## config.mk

```make
export PLATFORM = sky130hd
export DESIGN_NAME = multicycle_control_unit
export DESIGN_NICKNAME = d
export VERILOG_FILES = /design/src/rtl/multicycle_control_unit_pkg.sv /design/src/rtl/multicycle_control_unit_main_decoder.sv /design/src/rtl/multicycle_control_unit.sv
export SDC_FILE = /design/constraint.sdc
export NUM_CORES = 1
export LEC_CHECK = 0
export ABC_AREA = 1
export CAP_MARGIN = 20
export CORE_MARGIN = 3
export CORE_UTILIZATION = 30
export CTS_BUF_LIST = sky130_fd_sc_hd__clkbuf_2 sky130_fd_sc_hd__clkbuf_4 sky130_fd_sc_hd__clkbuf_8
export DETAILED_ROUTE_END_ITERATION = 8
export GPL_TIMING_DRIVEN = 1
export PLACE_DENSITY = 0.74
export SLEW_MARGIN = 20
export SYNTH_ARGS = -nofsm -noshare
export SYNTH_HDL_FRONTEND = slang
export SYNTH_SLANG_ARGS = --single-unit
```

## constraint.sdc

```tcl
create_clock -name CLK -period 2.8 [get_ports CLK]
set_clock_uncertainty 0.1 [all_clocks]
set_input_delay 0.56 -clock CLK [delete_from_list [all_inputs] [get_ports CLK]]
set_output_delay 0.56 -clock CLK [all_outputs]
set_load 0.05 [all_outputs]
```

## src/rtl/multicycle_control_unit_pkg.sv

```systemverilog
// riscv_ctrl_pkg: opcode, funct, state and instruction-class encodings shared by the control unit
package riscv_ctrl_pkg;
   localparam logic [6:0] OP_R  = 7'b0110011;
   localparam logic [6:0] OP_I  = 7'b0010011;
   localparam logic [6:0] OP_LD = 7'b0000011;
   localparam logic [6:0] OP_SD = 7'b0100011;
   localparam logic [6:0] OP_BR = 7'b1100011;
   localparam logic [2:0] F3_ADD = 3'b000;
   localparam logic [2:0] F3_D   = 3'b011;
   localparam logic [2:0] F3_BEQ = 3'b000;
   localparam logic [6:0] F7_ADD = 7'b0000000;
   localparam logic [6:0] F7_SUB = 7'b0100000;
   localparam logic [2:0] ST_INIT   = 3'd0;
   localparam logic [2:0] ST_FETCH  = 3'd1;
   localparam logic [2:0] ST_DECODE = 3'd2;
   localparam logic [2:0] ST_EXEC   = 3'd3;
   localparam logic [2:0] ST_MEM    = 3'd4;
   localparam logic [2:0] ST_WB     = 3'd5;
   localparam logic [2:0] ST_HALT   = 3'd6;
   localparam logic [2:0] CL_R_ADD = 3'd0;
   localparam logic [2:0] CL_R_SUB = 3'd1;
   localparam logic [2:0] CL_I     = 3'd2;
   localparam logic [2:0] CL_LD    = 3'd3;
   localparam logic [2:0] CL_SD    = 3'd4;
   localparam logic [2:0] CL_BEQ   = 3'd5;
   localparam logic [2:0] CL_ILL   = 3'd7;
endpackage

```

## src/rtl/multicycle_control_unit_main_decoder.sv

```systemverilog
// main_decoder: maps opcode/funct3/funct7 onto an instruction class
module main_decoder
   import riscv_ctrl_pkg::*;
(
   input  logic [6:0] opcode,
   input  logic [2:0] funct3,
   input  logic [6:0] funct7,
   output logic [2:0] cls
);
   // first matching legal pattern wins; everything else is illegal
   always_comb begin
      cls = (opcode == OP_R  && funct3 == F3_ADD && funct7 == F7_ADD) ? CL_R_ADD :
            (opcode == OP_R  && funct3 == F3_ADD && funct7 == F7_SUB) ? CL_R_SUB :
            (opcode == OP_I  && funct3 == F3_ADD)                     ? CL_I     :
            (opcode == OP_LD && funct3 == F3_D)                       ? CL_LD    :
            (opcode == OP_SD && funct3 == F3_D)                       ? CL_SD    :
            (opcode == OP_BR && funct3 == F3_BEQ)                     ? CL_BEQ   : CL_ILL;
   end
endmodule

```

## src/rtl/multicycle_control_unit.sv

```systemverilog
// multicycle_control_unit: FETCH/DECODE/EXEC/MEM/WB sequencer producing datapath controls
module multicycle_control_unit
   import riscv_ctrl_pkg::*;
#(
   parameter logic HALT_ON_ILLEGAL = 1'b1
) (
   input  logic       CLK,
   input  logic       RST,
   input  logic [6:0] opcode,
   input  logic [2:0] funct3,
   input  logic [6:0] funct7,
   input  logic       zero,
   output logic       ir_load,
   output logic       sub,
   output logic       WE_RF,
   output logic       WE_MEM,
   output logic       RF_din_sel,
   output logic       ULA_din2_sel,
   output logic       load_pc,
   output logic       pc_next_sel,
   output logic       reset_pc,
   output logic       halted,
   output logic [2:0] state_dbg
);
   logic [2:0] state_q, state_d, cls_q, cls_d, dec_cls;
   logic       is_ld, is_sd, is_beq, is_sub, imm_op, dec_ill;
   logic       in_dec, in_exec, in_mem, in_wb;

   main_decoder u_dec (
      .opcode (opcode),
      .funct3 (funct3),
      .funct7 (funct7),
      .cls    (dec_cls)
   );

   // class and state qualifiers; only the latched class steers post-decode outputs
   always_comb begin
      is_ld   = cls_q == CL_LD;
      is_sd   = cls_q == CL_SD;
      is_beq  = cls_q == CL_BEQ;
      is_sub  = cls_q == CL_R_SUB;
      imm_op  = cls_q == CL_I || is_ld || is_sd;
      dec_ill = dec_cls == CL_ILL;
      in_dec  = state_q == ST_DECODE;
      in_exec = state_q == ST_EXEC;
      in_mem  = state_q == ST_MEM;
      in_wb   = state_q == ST_WB;
   end

   // next-state and class latch; reset overrides everything
   always_comb begin
      state_d = state_q;
      cls_d   = cls_q;
      case (state_q)
         ST_INIT:   state_d = ST_FETCH;
         ST_FETCH:  state_d = ST_DECODE;
         ST_DECODE: begin
            cls_d   = dec_cls;
            state_d = !dec_ill ? ST_EXEC : HALT_ON_ILLEGAL ? ST_HALT : ST_FETCH;
         end
         ST_EXEC:   state_d = is_beq ? ST_FETCH : (is_ld || is_sd) ? ST_MEM : ST_WB;
         ST_MEM:    state_d = is_ld ? ST_WB : ST_FETCH;
         ST_WB:     state_d = ST_FETCH;
         ST_HALT:   state_d = ST_HALT;
         default:   state_d = ST_INIT;
      endcase
      if (RST) begin
         state_d = ST_INIT;
         cls_d   = CL_R_ADD;
      end
   end

   // state registers
   always_ff @(posedge CLK) begin
      state_q <= state_d;
      cls_q   <= cls_d;
   end

   // datapath controls; enables that change architectural state are masked while RST is high
   always_comb begin
      ir_load      = !RST && state_q == ST_FETCH;
      sub          = (is_sub && (in_exec || in_wb)) || (is_beq && in_exec);
      WE_RF        = !RST && in_wb;
      WE_MEM       = !RST && in_mem && is_sd;
      RF_din_sel   = in_wb && is_ld;
      ULA_din2_sel = imm_op && (in_exec || in_mem || in_wb);
      load_pc      = !RST && ((in_dec && dec_ill && !HALT_ON_ILLEGAL) || in_wb ||
                              (in_mem && is_sd) || (in_exec && is_beq));
      pc_next_sel  = in_exec && is_beq && zero;
      reset_pc     = state_q == ST_INIT;
      halted       = state_q == ST_HALT;
      state_dbg    = state_q;
   end
endmodule

```

# After elaboration in Yosys (flattened, before gate mapping)
# Index checks and enable logic that the tools add are counted.
# classes
n_reduce_logical	32
mux	11
eq_ne	19
# op_table
op	n
3-bit two-way mux	8
7-bit by 6-bit equality test with 1-bit output, second input constant	3
3-bit equality test, second input constant	6
1-bit logical AND	18
3-bit case mux with 6 select lines	1
3-bit by 2-bit equality test with 1-bit output, second input constant	5
1-bit logical OR	9
7-bit by 2-bit equality test with 1-bit output, second input constant	1
7-bit by 5-bit equality test with 1-bit output, second input constant	1
7-bit equality test, second input constant	1
7-bit logical NOT	1
3-bit by 1-bit equality test with 1-bit output, second input constant	2
3-bit logical NOT	2
2-bit two-way mux	1
2-bit OR reduction	1
1-bit logical NOT	1
1-bit two-way mux	1
# word_totals
in_bits	20
ff_bits	6
output_inout_bits	13

# Depth between registers and ports, before layout
# depth
ltp_word	11
ltp_mapped	9
depth_no_buf	9

# Cells and area by module
# Synthesis repeated with hierarchy kept, for this count alone.
# hier_totals
hier_cells	113
area_unflattened_um2	599.3
# by_module_without_submodules
mod	seq_area_each_um2	instances	cells_each	area_per_inst_um2
multicycle_control_unit	120.1	1	74	412.9
main_decoder	0.0	1	39	186.4

# Worst setup path before layout
# OpenSTA, ideal clock, no wires.
# synth_timing
path_kind	register to output
from	reg state_q[1] (netlist: state_dbg[1])
to	out load_pc
slack_ns	0.134
path_stages_with_launch	5
t_arrival_ns	2.006
cell_sequence	dfxtp_1 -> inv_2 -> nor3_4 -> nand4_1 -> a31oi_1
# synth_via
elab_chain_cells	5
elab_cells_between_ends	8
cone_classes	eq/ne: 3; reduce/logical: 5
# synth_lines
item	line_no	text
from (decl)	multicycle_control_unit.sv:25	logic [2:0] state_q, state_d, cls_q, cls_d, dec_cls;
from (signal assigned)	multicycle_control_unit.sv:75	state_q <= state_d;
3-bit equality test	multicycle_control_unit.sv:46	in_mem = state_q == ST_MEM;
1-bit logical AND	multicycle_control_unit.sv:88	(in_mem && is_sd) || (in_exec && is_beq));
1-bit logical OR	multicycle_control_unit.sv:87	load_pc = !RST && ((in_dec && dec_ill && !HALT_ON_ILLEGAL) || in_wb ||
1-bit logical OR (*)	multicycle_control_unit.sv:88	
1-bit logical AND (*)	multicycle_control_unit.sv:87	
to (decl)	multicycle_control_unit.sv:19	output logic load_pc,
# Every way passes the cells marked *; elsewhere a longest branch is shown, timed or not.

# Final worst setup path
# layout_timing
from	reg state_q[2] (netlist: state_dbg[2])
to	out ULA_din2_sel
# layout_via
elab_chain_cells	4
elab_cells_between_ends	6
cone_classes	eq/ne: 3; reduce/logical: 3
# layout_lines
item	line_no	text
3-bit by 2-bit equality test with 1-bit output / 3-bit equality test (equally long branches)	multicycle_control_unit.sv:45, multicycle_control_unit.sv:46	
1-bit logical OR	multicycle_control_unit.sv:86	ULA_din2_sel = imm_op && (in_exec || in_mem || in_wb);
1-bit logical OR (*)	multicycle_control_unit.sv:86	
1-bit logical AND (*)	multicycle_control_unit.sv:86	
to (decl)	multicycle_control_unit.sv:18	output logic ULA_din2_sel,
# Marks and branches as above.

==> key figures <==
Clock network
  • Longest Clk Path Bufs: 2
  • Clock sink count: 6
  • Cts hold-fix bufs: 0
  • CTS tree: yes
  • Cts repair resizes: 0
  • H-tree levels: 1
  • Clock tree root driver cell: clkbuf_4
  • Setup Fix Bufs, Post-CTS: 0
  • Total CTS buffers: 3
  • Clock Latency Late Sink: around 0.24 ns
  • Clock transition at path regs: 0.04 ns

Power and ir drop
  • Leakage: between 0.0004 and 0.0005 uW
  • Pwr/cell area: around 710 mW/mm^2
  • Peak supply drop: approximately 0.25 mV

Global route
  • GR Layer Usage met1: between 10% and 20%
  • Global Route Usage Sum: between 10% and 20%
  • Initial antenna violation count: 0
  • Vias in the first global route: between 700 and 800
  • Most Crowded Layer GR: met2
  • GR Util met2: a little over a quarter
  • Met3 usage: less than 1%
  • First-pass GRT wire length: 2435 um
  • Largest net degree at the start of global routing: 9
  • GR Overflow Total: 0

Finish
  • Fillers: 202
  • Area grow syn2layout: 72.41%
  • Layout cells sized above 1: 20.00%
  • Fin nets: 152
  • Post-route cell area: approximately 1000 um^2
  • Antenna cell count: 0

Route
  • 1st-pass router iterations: 4
  • WL final: about 1400 um
  • Via count: around 740
  • Starting DRT DRC Count: 9
  • Vias/cell: about 4.8
  • Drt wl/cell: 9.135 um
  • DRC: 0
  • Antenna Violating Nets Remaining: 0

Place
  • IO Port Bufs: 32
  • HPWL after DPL: about 1300 um
  • Final GP Congestion: ~0.85
  • Placement Setup Slack: ~0.37 ns
  • Post-placement cell area: 952.2 um^2

Die
  • Row cnt: 15
  • I/O pin count: 33
  • Die height: 49.47 um
  • Initial Util: about a third
  • Die X: between 40 and 50 um
  • Die area: 0.002447 mm^2
  • Core area: around 0.0018 mm^2

Setup path
  • CP Cell Sequence: inv_2, nor2_1, o22ai_1, inv_1, clkdlybuf4s50_1
  • Critical path's top delay family: buffers and inverters
  • Critical Path RT: approximately 2.1 ns
  • R2r setup slk: roughly 1.5 ns
  • Worst Path Arrival: around 2 ns
  • Crit path capture type: primary output
  • Startpoint Class: register
  • Buffers & Inverters on Critical Path: 3
  • Crit-path max cell delay: between 0.7 and 0.8 ns
  • Crit. path cell count: 5
  • Slowest CP cell: clkdlybuf4s50_1
  • Crit-path max FO: 8
  • Reg2reg path depth: 6
  • Critical path type: register to primary output

STA
  • Fraction of the cycle the final worst path needs: roughly 93%
  • Hold Slack: roughly 0.44 ns
  • Setup ws final: about 0.19 ns
  • Final min period: 2.605 ns
  • Slew of the pin with the lowest slew margin: ~0.5 ns
  • Final setup viols: 0
  • Relative slew slack: 66.44%
  • Setup_tns: 0 ns
  • RSZ-0062 raised after global routing: no
  • Final Hold Fails: 0
  • Max Clock Freq: between 0.3 and 0.4 GHz
  • Pins Over Slew Limit: 0

Synth
  • Seq/Total Area, Yosys: a little over a fifth
  • Gate count of the mapped netlist: 96
  • Post-synthesis cell area: 566.8 um^2
  • Register bit total from synthesis: 6
  • Syn nets: ~120
  • Post-synth cell types: 23
  • FFs w/ async S/R, synth: 0%
  • Post-synth EDFFs: 0
  • Syn_area_per_cell: between 5 and 6 um^2
  • Warnings, synthesis: 0
  • Top_reg_cell synth: dfxtp_1

Min path
  • Min-Delay Path Depth: 2
  • Worst min path class: register to register

Job
  • Max_cap viols: 0

Outcome
  • Status: completed
[path summary, 6_finish.rpt]
check	startpoint	to
hold reg to reg	cls_q[1]	cls_q[1]
setup reg to reg	state_dbg[1]	state_dbg[0]
hold / removal	cls_q[1]	cls_q[1]
setup / recovery	state_dbg[2]	ULA_din2_sel
[metrics by stage]
stage | util (%) | std cells | total power [uW]
2_1_floorplan | - | 96 | 465.0
3_3_place_gp | 53.97 | 152 | 611.1
3_5_place_dp | 53.97 | 152 | 619.7
4_1_cts | 55.25 | 155 | 700.1
5_1_grt | 55.39 | 155 | 741.3
6_report | 55.39 | 155 | 692.1
[cells in the final DEF (no fill, tap or decap)]
cell / n
inv_1: 11
nor3_4: 1
a31oi_1: 1
nor2_4: 1
nor2_2: 4
o21ai_2: 2
a21oi_2: 2
nand3b_1: 1
nand4_1: 3
nand2_1: 17
nand3_1: 8
inv_2: 6
clkdlybuf4s50_1: 26
nor3_2: 1
o21ai_1: 2
buf_4: 1
clkbuf_4: 3
dfxtp_1: 6
buf_12: 4
o21ai_0: 1
o22ai_1: 1
nor3_1: 4
o21bai_1: 1
a21oi_1: 4
nor2_1: 17
nand4_2: 1
dlymetal6s2s_1: 1
[registers in the layout, summed over array words and instances (netlist names)]
name,count
state_dbg,3
cls_q,3
[layout make-up]
cell class                 count  area, um^2  area share (%)
clock buffer                   3       22.52           2.305
tap                           25       31.28           3.201
multi-input combinational     72       379.1           38.80
sequential                     6       120.1           12.29
inverter                      17       63.81           6.530
timing repair buffer          32       360.3           36.88
[power by group]
group          internal [uW]  switching (uW)  total [uW]  leakage (uW)
combinational            163             285         449      0.000386
sequential               119            47.9         167     0.0000493
clock                   48.3            28.4        76.6     0.0000138
total                    331             361         692      0.000449
[cells by family (layout without fill, tap and decap cells)]
kind of cell | Yosys count | after routing | share of synthesized area [%]
simple gates | 58 | 58 | 50.99
buf+inv | 18 | 52 | 11.92
compound gates | 14 | 14 | 15.90
flops | 6 | 6 | 21.19
[worst reg2reg max path, cell delays in order (launching register included)]
cell and delay, ns:
dfxtp_1 0.40, inv_2 0.09, nor3_4 0.25, nand3b_1 0.13, nand2_1 0.07, inv_1 0.05
a21oi_2 0.11
[synthesized netlist by cell type, types with 2 or more instances]
master	number	share of area [%]
a21oi_1	4	3.5
nor2_1	17	11
nand2_1	17	11
o21ai_1	2	1.8
nor3_1	4	3.5
nand3_1	8	7.1
o21ai_2	2	3.1
inv_1	11	7.3
a21oi_2	2	3.1
inv_2	6	4.0
dfxtp_1	6	21
nand4_1	3	3.3
nor2_2	4	4.4
[per-layer routing]
metal	vias up	part of all wire, %
li1	380	-
met1	327	35
met2	33	55
met3	4	7.1
met4	0	3.4
met5	-	0
No activity file was read; power rests on OpenSTA's default activity.
